<file path="config.mk">
export PLATFORM = sky130hd
export DESIGN_NAME = muldiv_unit
export DESIGN_NICKNAME = d
export VERILOG_FILES = /design/src/rtl/muldiv_unit.sv
export SDC_FILE = /design/constraint.sdc
export NUM_CORES = 2
export LEC_CHECK = 0
export BUFFER_PORTS_ARGS = -buffer_cell sky130_fd_sc_hd__buf_2
export CORE_MARGIN = 4
export CORE_UTILIZATION = 50
export CTS_CLUSTER_DIAMETER = 150
export DETAILED_ROUTE_END_ITERATION = 8
export PLACE_DENSITY_LB_ADDON = 0.08
export RECOVER_POWER = 25
export SYNTH_ARGS = -nofsm -noshare
export SYNTH_HDL_FRONTEND = slang
export SYNTH_SLANG_ARGS = --single-unit
</file>
<file path="constraint.sdc">
create_clock -name clk -period 21.3 [get_ports clk]
set_input_delay 3.195 -clock clk [delete_from_list [all_inputs] [get_ports clk]]
set_output_delay 3.195 -clock clk [all_outputs]
set_load 0.03 [all_outputs]
</file>
<file path="src/rtl/muldiv_unit.sv">
// RV32M multiply/divide unit: registered multiply, 32-step restoring divider,
// one-cycle fast path for divide-by-zero and signed overflow.
module muldiv_unit #(
    parameter int XLEN = 32
) (
    input  logic            clk,
    input  logic            rst_n,
    input  logic            start_i,
    input  logic [2:0]      funct3_i,
    input  logic [XLEN-1:0] op_a_i,
    input  logic [XLEN-1:0] op_b_i,
    input  logic [4:0]      rd_i,
    input  logic            flush_i,
    output logic            ready_o,
    output logic            busy_o,
    output logic            done_o,
    output logic [XLEN-1:0] result_o,
    output logic [4:0]      rd_o
);
    typedef enum logic [2:0] {S_IDLE, S_MUL, S_DIV, S_FIX, S_DONE} state_t;

    state_t            r_state;
    state_t            w_next;
    logic [2:0]        r_funct3;
    logic [XLEN-1:0]   r_a, r_b, r_quo, r_rem, r_div, r_result;
    logic              r_sa, r_sb, r_neg_q, r_neg_r;
    logic [4:0]        r_tag, r_rd, r_cnt;

    logic              w_accept, w_is_div, w_div_signed, w_sa, w_sb;
    logic              w_b_zero, w_ovf, w_fast, w_load_res;
    logic [XLEN-1:0]   w_mag_a, w_mag_b, w_fast_res, w_mul_res, w_fix_res, w_new_res;
    logic [63:0]       w_a64, w_b64, w_prod;
    logic [XLEN:0]     w_rem_sh, w_sub;
    logic              w_ge, w_unused;

    // Operand decode at accept time.
    assign w_accept     = (r_state == S_IDLE) && start_i && !flush_i;
    assign w_is_div     = funct3_i[2];
    assign w_div_signed = !funct3_i[0];
    assign w_sa         = w_is_div ? w_div_signed : (funct3_i[1:0] != 2'b11);
    assign w_sb         = w_is_div ? w_div_signed : !funct3_i[1];
    assign w_b_zero     = (op_b_i == '0);
    assign w_ovf        = w_div_signed && (op_a_i == 32'h8000_0000) && (op_b_i == 32'hFFFF_FFFF);
    assign w_fast       = w_is_div && (w_b_zero || w_ovf);
    assign w_mag_a      = (w_sa && op_a_i[XLEN-1]) ? -op_a_i : op_a_i;
    assign w_mag_b      = (w_sb && op_b_i[XLEN-1]) ? -op_b_i : op_b_i;

    always_comb begin
        w_fast_res = '0;
        if (funct3_i[1])
            w_fast_res = w_b_zero ? op_a_i : '0;
        else
            w_fast_res = w_b_zero ? 32'hFFFF_FFFF : 32'h8000_0000;
    end

    // Sign-extending to 64 bits gives the low half of the 33x33 signed product.
    assign w_a64     = {{32{r_sa & r_a[XLEN-1]}}, r_a};
    assign w_b64     = {{32{r_sb & r_b[XLEN-1]}}, r_b};
    assign w_prod    = w_a64 * w_b64;
    assign w_mul_res = (r_funct3[1:0] == 2'b00) ? w_prod[31:0] : w_prod[63:32];

    // Remainder stays below the divisor, so the top bit of each step is spare.
    assign w_rem_sh  = {r_rem, r_quo[XLEN-1]};
    assign w_ge      = (w_rem_sh >= {1'b0, r_div});
    assign w_sub     = w_rem_sh - {1'b0, r_div};
    assign w_unused  = w_sub[XLEN] | w_rem_sh[XLEN];

    assign w_fix_res = r_funct3[1] ? (r_neg_r ? -r_rem : r_rem)
                                   : (r_neg_q ? -r_quo : r_quo);

    always_comb begin
        w_new_res = w_fix_res;
        case (r_state)
            S_IDLE:  w_new_res = w_fast_res;
            S_MUL:   w_new_res = w_mul_res;
            default: w_new_res = w_fix_res;
        endcase
    end

    always_ff @(posedge clk or negedge rst_n) begin
        if (!rst_n) r_state <= S_IDLE;
        else        r_state <= w_next;
    end

    always_comb begin
        w_next = r_state;
        case (r_state)
            S_IDLE: if (w_accept) w_next = w_fast ? S_DONE : (w_is_div ? S_DIV : S_MUL);
            S_MUL:  w_next = flush_i ? S_IDLE : S_DONE;
            S_DIV:  w_next = flush_i ? S_IDLE : ((r_cnt == 5'd0) ? S_FIX : S_DIV);
            S_FIX:  w_next = flush_i ? S_IDLE : S_DONE;
            S_DONE: w_next = S_IDLE;
            default: w_next = S_IDLE;
        endcase
    end

    assign w_load_res = (w_next == S_DONE);

    always_ff @(posedge clk or negedge rst_n) begin
        if (!rst_n) begin
            r_funct3 <= '0;
            r_a      <= '0;
            r_b      <= '0;
            r_sa     <= 1'b0;
            r_sb     <= 1'b0;
            r_neg_q  <= 1'b0;
            r_neg_r  <= 1'b0;
            r_quo    <= '0;
            r_rem    <= '0;
            r_div    <= '0;
            r_cnt    <= '0;
            r_tag    <= '0;
            r_rd     <= '0;
            r_result <= '0;
        end else begin
            if (w_accept) begin
                r_funct3 <= funct3_i;
                r_a      <= op_a_i;
                r_b      <= op_b_i;
                r_sa     <= w_sa;
                r_sb     <= w_sb;
                r_neg_q  <= w_div_signed && (op_a_i[XLEN-1] ^ op_b_i[XLEN-1]);
                r_neg_r  <= w_div_signed && op_a_i[XLEN-1];
                r_quo    <= w_mag_a;
                r_rem    <= '0;
                r_div    <= w_mag_b;
                r_cnt    <= 5'd31;
                r_tag    <= rd_i;
            end
            if (r_state == S_DIV) begin
                r_rem <= w_ge ? w_sub[XLEN-1:0] : w_rem_sh[XLEN-1:0];
                r_quo <= {r_quo[XLEN-2:0], w_ge};
                if (r_cnt != 5'd0) r_cnt <= r_cnt - 5'd1;
            end
            if (w_load_res) begin
                r_result <= w_new_res;
                r_rd     <= (r_state == S_IDLE) ? rd_i : r_tag;
            end
        end
    end

    assign ready_o  = (r_state == S_IDLE);
    assign busy_o   = (r_state == S_MUL) || (r_state == S_DIV) || (r_state == S_FIX);
    assign done_o   = (r_state == S_DONE);
    assign result_o = r_result;
    assign rd_o     = r_rd;
endmodule

</file>
; Yosys cells after proc, flatten, opt, wreduce, memory -nomap -nowiden
; Index checks and enable logic that the tools add are counted.
[totals]
register_bits = 216
latchBits = 0
ramBits = 0
mem_bits_ro = 0
in_bits = 76
output_inout_bits = 40
word_cells = 84
memories = 0
[op_classes]
add_sub_neg = 6
multipliers = 1
div_mod_pow = 0
order_cmp = 1
eq_ne = 8
shift = 0
muxes = 28
n_bitwise = 3
n_reduce_logical = 22
[op_table]
columns = operator, count
row1 = $mux 32, 13
row2 = $neg 32->32, 4
row3 = $eq 32x32->1 const B, 2
row4 = $mul 33x33->64, 1
row5 = $pmux 32 s2, 1
row6 = $ge 33x32->1, 1
row7 = $logic_not 32->1, 1
row8 = $sub 32x32->32, 1
row9 = $mux 31, 1
row10 = $mux 5, 4
row11 = $logic_and 1x1->1, 9
row12 = $mux 3, 3
row13 = $pmux 3 s3, 1
row14 = $eq 3x2->1 const B, 2
row15 = $eq 3x3->1 const B, 2
row16 = $logic_not 5->1, 1
row17 = $reduce_bool 5->1, 1
row18 = $sub 5x1->5 const B, 1
row19 = $mux 2, 2
row20 = $eq 3x1->1 const B, 1
row21 = $logic_not 1->1, 3
row22 = $logic_not 3->1, 1
row23 = $logic_or 1x1->1, 3
row24 = $mux 1, 3
row25 = 6 further kinds, 7

; Longest topological paths before layout
[logic_depth]
word_depth = 9
ltp_mapped = 32
depth_no_buf = 29

; Worst setup path after synthesis
; Ideal clock, no wire load.
[synth_path]
kind = register to register
from = reg r_sa
to = reg r_result[29], in the netlist result_o[29]
setup_ns = 0.065
t_arrival_ns = 7.951
required_time_ns = 21.235
slack_ns = 13.284
stages_incl_launch_ff = 30
n_path_buf = 2
period_less_slack_ns = 8.016
cell_sequence = dfrtp_1 -> and2_1 -> clkbuf_1 -> clkbuf_1 -> nand2_1 -> inv_1 -> fa_1 -> inv_1 -> fa_1 -> inv_1 -> fa_1 -> fa_1 -> inv_1 -> fa_1 -> inv_1 -> fa_1 -> inv_1 -> fa_1 -> fa_1 -> inv_1 -> ha_1 -> nand4_1 -> nor2_1 -> nand4_1 -> o21ai_0 -> nor3b_1 -> o21ai_0 -> mux2i_1 -> a311oi_1 -> o22a_1
[synth_via]
elab_chain_cells = 4
[synth_lines]
columns = item, line_no
row1 = start: declaration, 26  ; logic r_sa, r_sb, r_neg_q, r_neg_r;
row2 = start signal: assignment, 120  ; r_sa <= w_sa;
row3 = $and 1x1->1, 57  ; assign w_a64 = {{32{r_sa & r_a[XLEN-1]}}, r_a};
row4 = $mul 33x33->64, 59  ; assign w_prod = w_a64 * w_b64;
row5 = $mux 32, 60  ; assign w_mul_res = (r_funct3[1:0] == 2'b00) ? w_prod[31:0] : w_prod[63:32];
row6 = $pmux 32 s2, 73  ; case (r_state)
row7 = end signal: assignment, 136  ; r_result <= w_new_res;
row8 = end: declaration, 25  ; logic [XLEN-1:0] r_a, r_b, r_quo, r_rem, r_div, r_result;
; Every way passes these cells.
; A chain may end at the register's enable or synchronous reset.

==> run_results.csv <==
group,metric,value,unit
clock_network,root_buffer,"clkbuf_16",
routing,first_iter_violations,2728,
routing,drc,0,
hold_path,hold_class,"flop to flop",
hold_path,min_delay_path_depth,2,
routing,drt-pass1-iter-count,5,
placement,dpl_cell_area,0.0535,mm²
synth,synth-edff-count,0,
final_layout,layout-drive-gt1-share,0.0490,
synth,synth_nets,7347,
routing,wl,149,mm
global_routing,grt_pass1_vias,41448,
synth,ys_seq_elements,215,
sta,fmaxAchievable,102,MHz
sta,relSlewSlack,-2.19,
clock_network,htreeDepth,1,
synth,yosysSeqAreaShare,0.104,
sta,rsz0062_at_grt,"no",
placement,io_buffers,115,
setup_path,worstPathArrival,9.34,ns
clock_network,cts_tree,"done",
clock_network,clockBufferDepth,3,
setup_path,path_delay_family,"buffers and inverters",
synth,yosys-top-cells-count,"inv_1, fa_1, nand2_1",
global_routing,grt_max_degree,95,
final_layout,fill_cells,9675,
clock_network,clk_pin_slew,0.06,ns
clock_network,post_cts_buffers,0,
hold_path,worstHoldEndpoint,"r_b[7]",
setup_path,cp_slowest_cell,"clkbuf_1",
sta,setup_tns,0,ns
clock_network,cts_hold_buffers,0,
setup_path,r2r_slack,11.64,ns
setup_path,crit_type,"input port to asynchronous set/reset pin",
routing,vias_per_cell,5.46,
synth,yosysMostFrequentCell,"inv_1",
setup_path,crit_path_max_fanout,79,
routing,vias,39242,
synth,ys_warn_count,0,
final_layout,multi_input_area,0.0408,mm²
synth,syn_area,0.0518,mm²
placement,dp_hpwl,120,mm
run_status,status,"finished, violations left",
synth,synth_top_area_cell,"fa_1",
setup_path,cp_num_buf_inv,2,
setup_path,critPathRequiredTime,20.82,ns
sta,min_period,9.82,ns
global_routing,overflow,0,
global_routing,grt_first_pass_wirelength,240,mm
synth,synth.top_cell.area_share,0.435,
clock_network,cts_resized,0,
floorplan,fp.dieW,330,µm
floorplan,dieArea,0.109,mm²
floorplan,core-area,0.102,mm²
routing,wl_per_cell,20.7,µm
sta,skew,0.0210,ns
run,maxCapViolCount,3,
synth,ys.flop_type,"dfrtp_1",
sta,max_slew.worst_pin.slew,4.78,ns
placement,dp_cells,7135,
sta,worst_slack,11.48,ns
floorplan,io_pins,116,
hold_path,min_from,"r_b[7]",
setup_path,path_cells,"clkbuf_1, clkbuf_1",
routing,ant_nets,0,
sta,slew_viol_final,221,
floorplan,initial_core_util,0.506,
clock_network,cts.sinks,215,
placement,pre_cts_ws,11.76,ns
synth,synth.distinct_cells,80,
clock_network,cts-buffers-inserted,27,
floorplan,num_rows,117,
final_layout,syn_to_final_growth,4.88,%
setup_path,worst_path_largest_cell_delay,3.28,ns
floorplan,die_y,330,µm
setup_path,crit_path_end_kind,"asynchronous set/reset pin",
global_routing,antenna_found_initial,4,
synth,syn-instance-count,5895,
setup_path,r2r_start,"r_sa",
synth,async_flop_share,1.00,
final_layout,final_area,0.0543,mm²
final_layout,final-instance-count-excl-fill,7184,
setup_path,reg2regPathDepth,27,
setup_path,path_common_cell,"clkbuf_1",
setup_path,r2r_end,"result_o[29]",
clock_network,clkLatencyLatePin,0.55,ns
run_status,violations,"max-capacitance violations, max-slew violations",
sta,hold_viol,0,
placement,gp_congestion,0.927,
sta,setup_viol,0,
global_routing,track_usage,0.284,
sta,timing.final.crit_share,0.461,
final_layout,register_area,0.00540,mm²
setup_path,critPathLaunchType,"input port",
final_layout,nets,7248,
synth,netlist_top_cells_area,"fa_1, dfrtp_1, inv_1, nand2_1, ha_1",
synth,syn_avg_cell_area,8.78,µm²
## worst max-delay path by stage
stage | from | to | slack (ns) | depth (start not counted)
2_1_floorplan | r_sa | result_o[29] | 13.28 | 29
3_3_place_gp | r_sa | result_o[29] | 11.94 | 27
3_5_place_dp | r_sa | result_o[29] | 11.76 | 27
4_1_cts | r_sa | result_o[29] | 11.72 | 27
5_1_grt | rst_n | r_b[9] | 10.03 | 2
6_report | rst_n | r_b[9] | 11.48 | 2
## final cells by class
cell class | instances | share of cell area
multi-input combinational | 4180 | 0.751
tap | 1368 | 0.0315
clock inverter | 6 | 0.00152
sequential | 215 | 0.0994
timing repair buffer | 193 | 0.0212
clock buffer | 40 | 0.0143
antenna | 3 | 0.000138
inverter | 1179 | 0.0815
## registers in the layout, indices dropped and copies added, names as in the netlist
name and cells:
r_funct3 2, r_b 32, r_neg_r 1, r_sa 1, r_sb 1, r_tag 5, r_div 31, rd_o 5
r_state 3, r_a 32, r_cnt 5, result_o 32, r_neg_q 1, r_quo 32, r_rem 32
## kinds of logic after synthesis
| group | synth area share |
|---|---|
| muxes | 0.00529 |
| buffers and inverters | 0.109 |
| adders and majority gates | 0.496 |
| DFF | 0.104 |
| and+or+nand+nor | 0.167 |
| AOI/OAI and AO/OA | 0.0839 |
| xor gates and xnor gates | 0.0353 |
## per-stage QoR
| step | util | hold slack (ns) |
|---|---|---|
| 6_report | 0.531 | 0.476 |
| 2_1_floorplan | - | 0.445 |
| 3_5_place_dp | 0.523 | 0.462 |
| 4_1_cts | 0.531 | 0.476 |
| 5_1_grt | 0.531 | 0.494 |
| 3_3_place_gp | 0.523 | 0.456 |
## cells in the final DEF, fill, tap and decap left out, types with 32 or more instances in the layout
cell type,synthesis,routed
xnor2_1,119,119
o31ai_1,40,40
nor2_1,159,158
nand2_1,1078,1078
buf_4,3,76
nor3_1,33,32
a21oi_1,135,134
and3_1,34,34
fa_1,1126,1126
and2_1,371,371
ha_1,250,250
buf_2,5,113
dfrtp_1,215,202
o21ai_0,255,255
a21o_1,46,46
nand3_1,52,52
inv_1,1178,1178
xor2_1,90,90
## worst min-delay path, cell delays in order, from the launching register on
cell     delay, ns
dfrtp_1       0.34
nand2_1       0.05
nand2_1       0.05
## per-layer routing
layer | part of all wire | vias to the layer above | global-route usage | wire length, µm
li1 | - | 17607 | - | -
met1 | 0.43 | 20375 | 0.396 | 63700
met2 | 0.48 | 1046 | 0.476 | 71900
met3 | 0.057 | 214 | 0.0331 | 8430
met4 | 0.030 | 0 | 0.0709 | 4530
met5 | 0 | - | 0 | 0
Power is not shown: default switching activity piles up to over one toggle a cycle in this logic, so the estimate is an artifact.
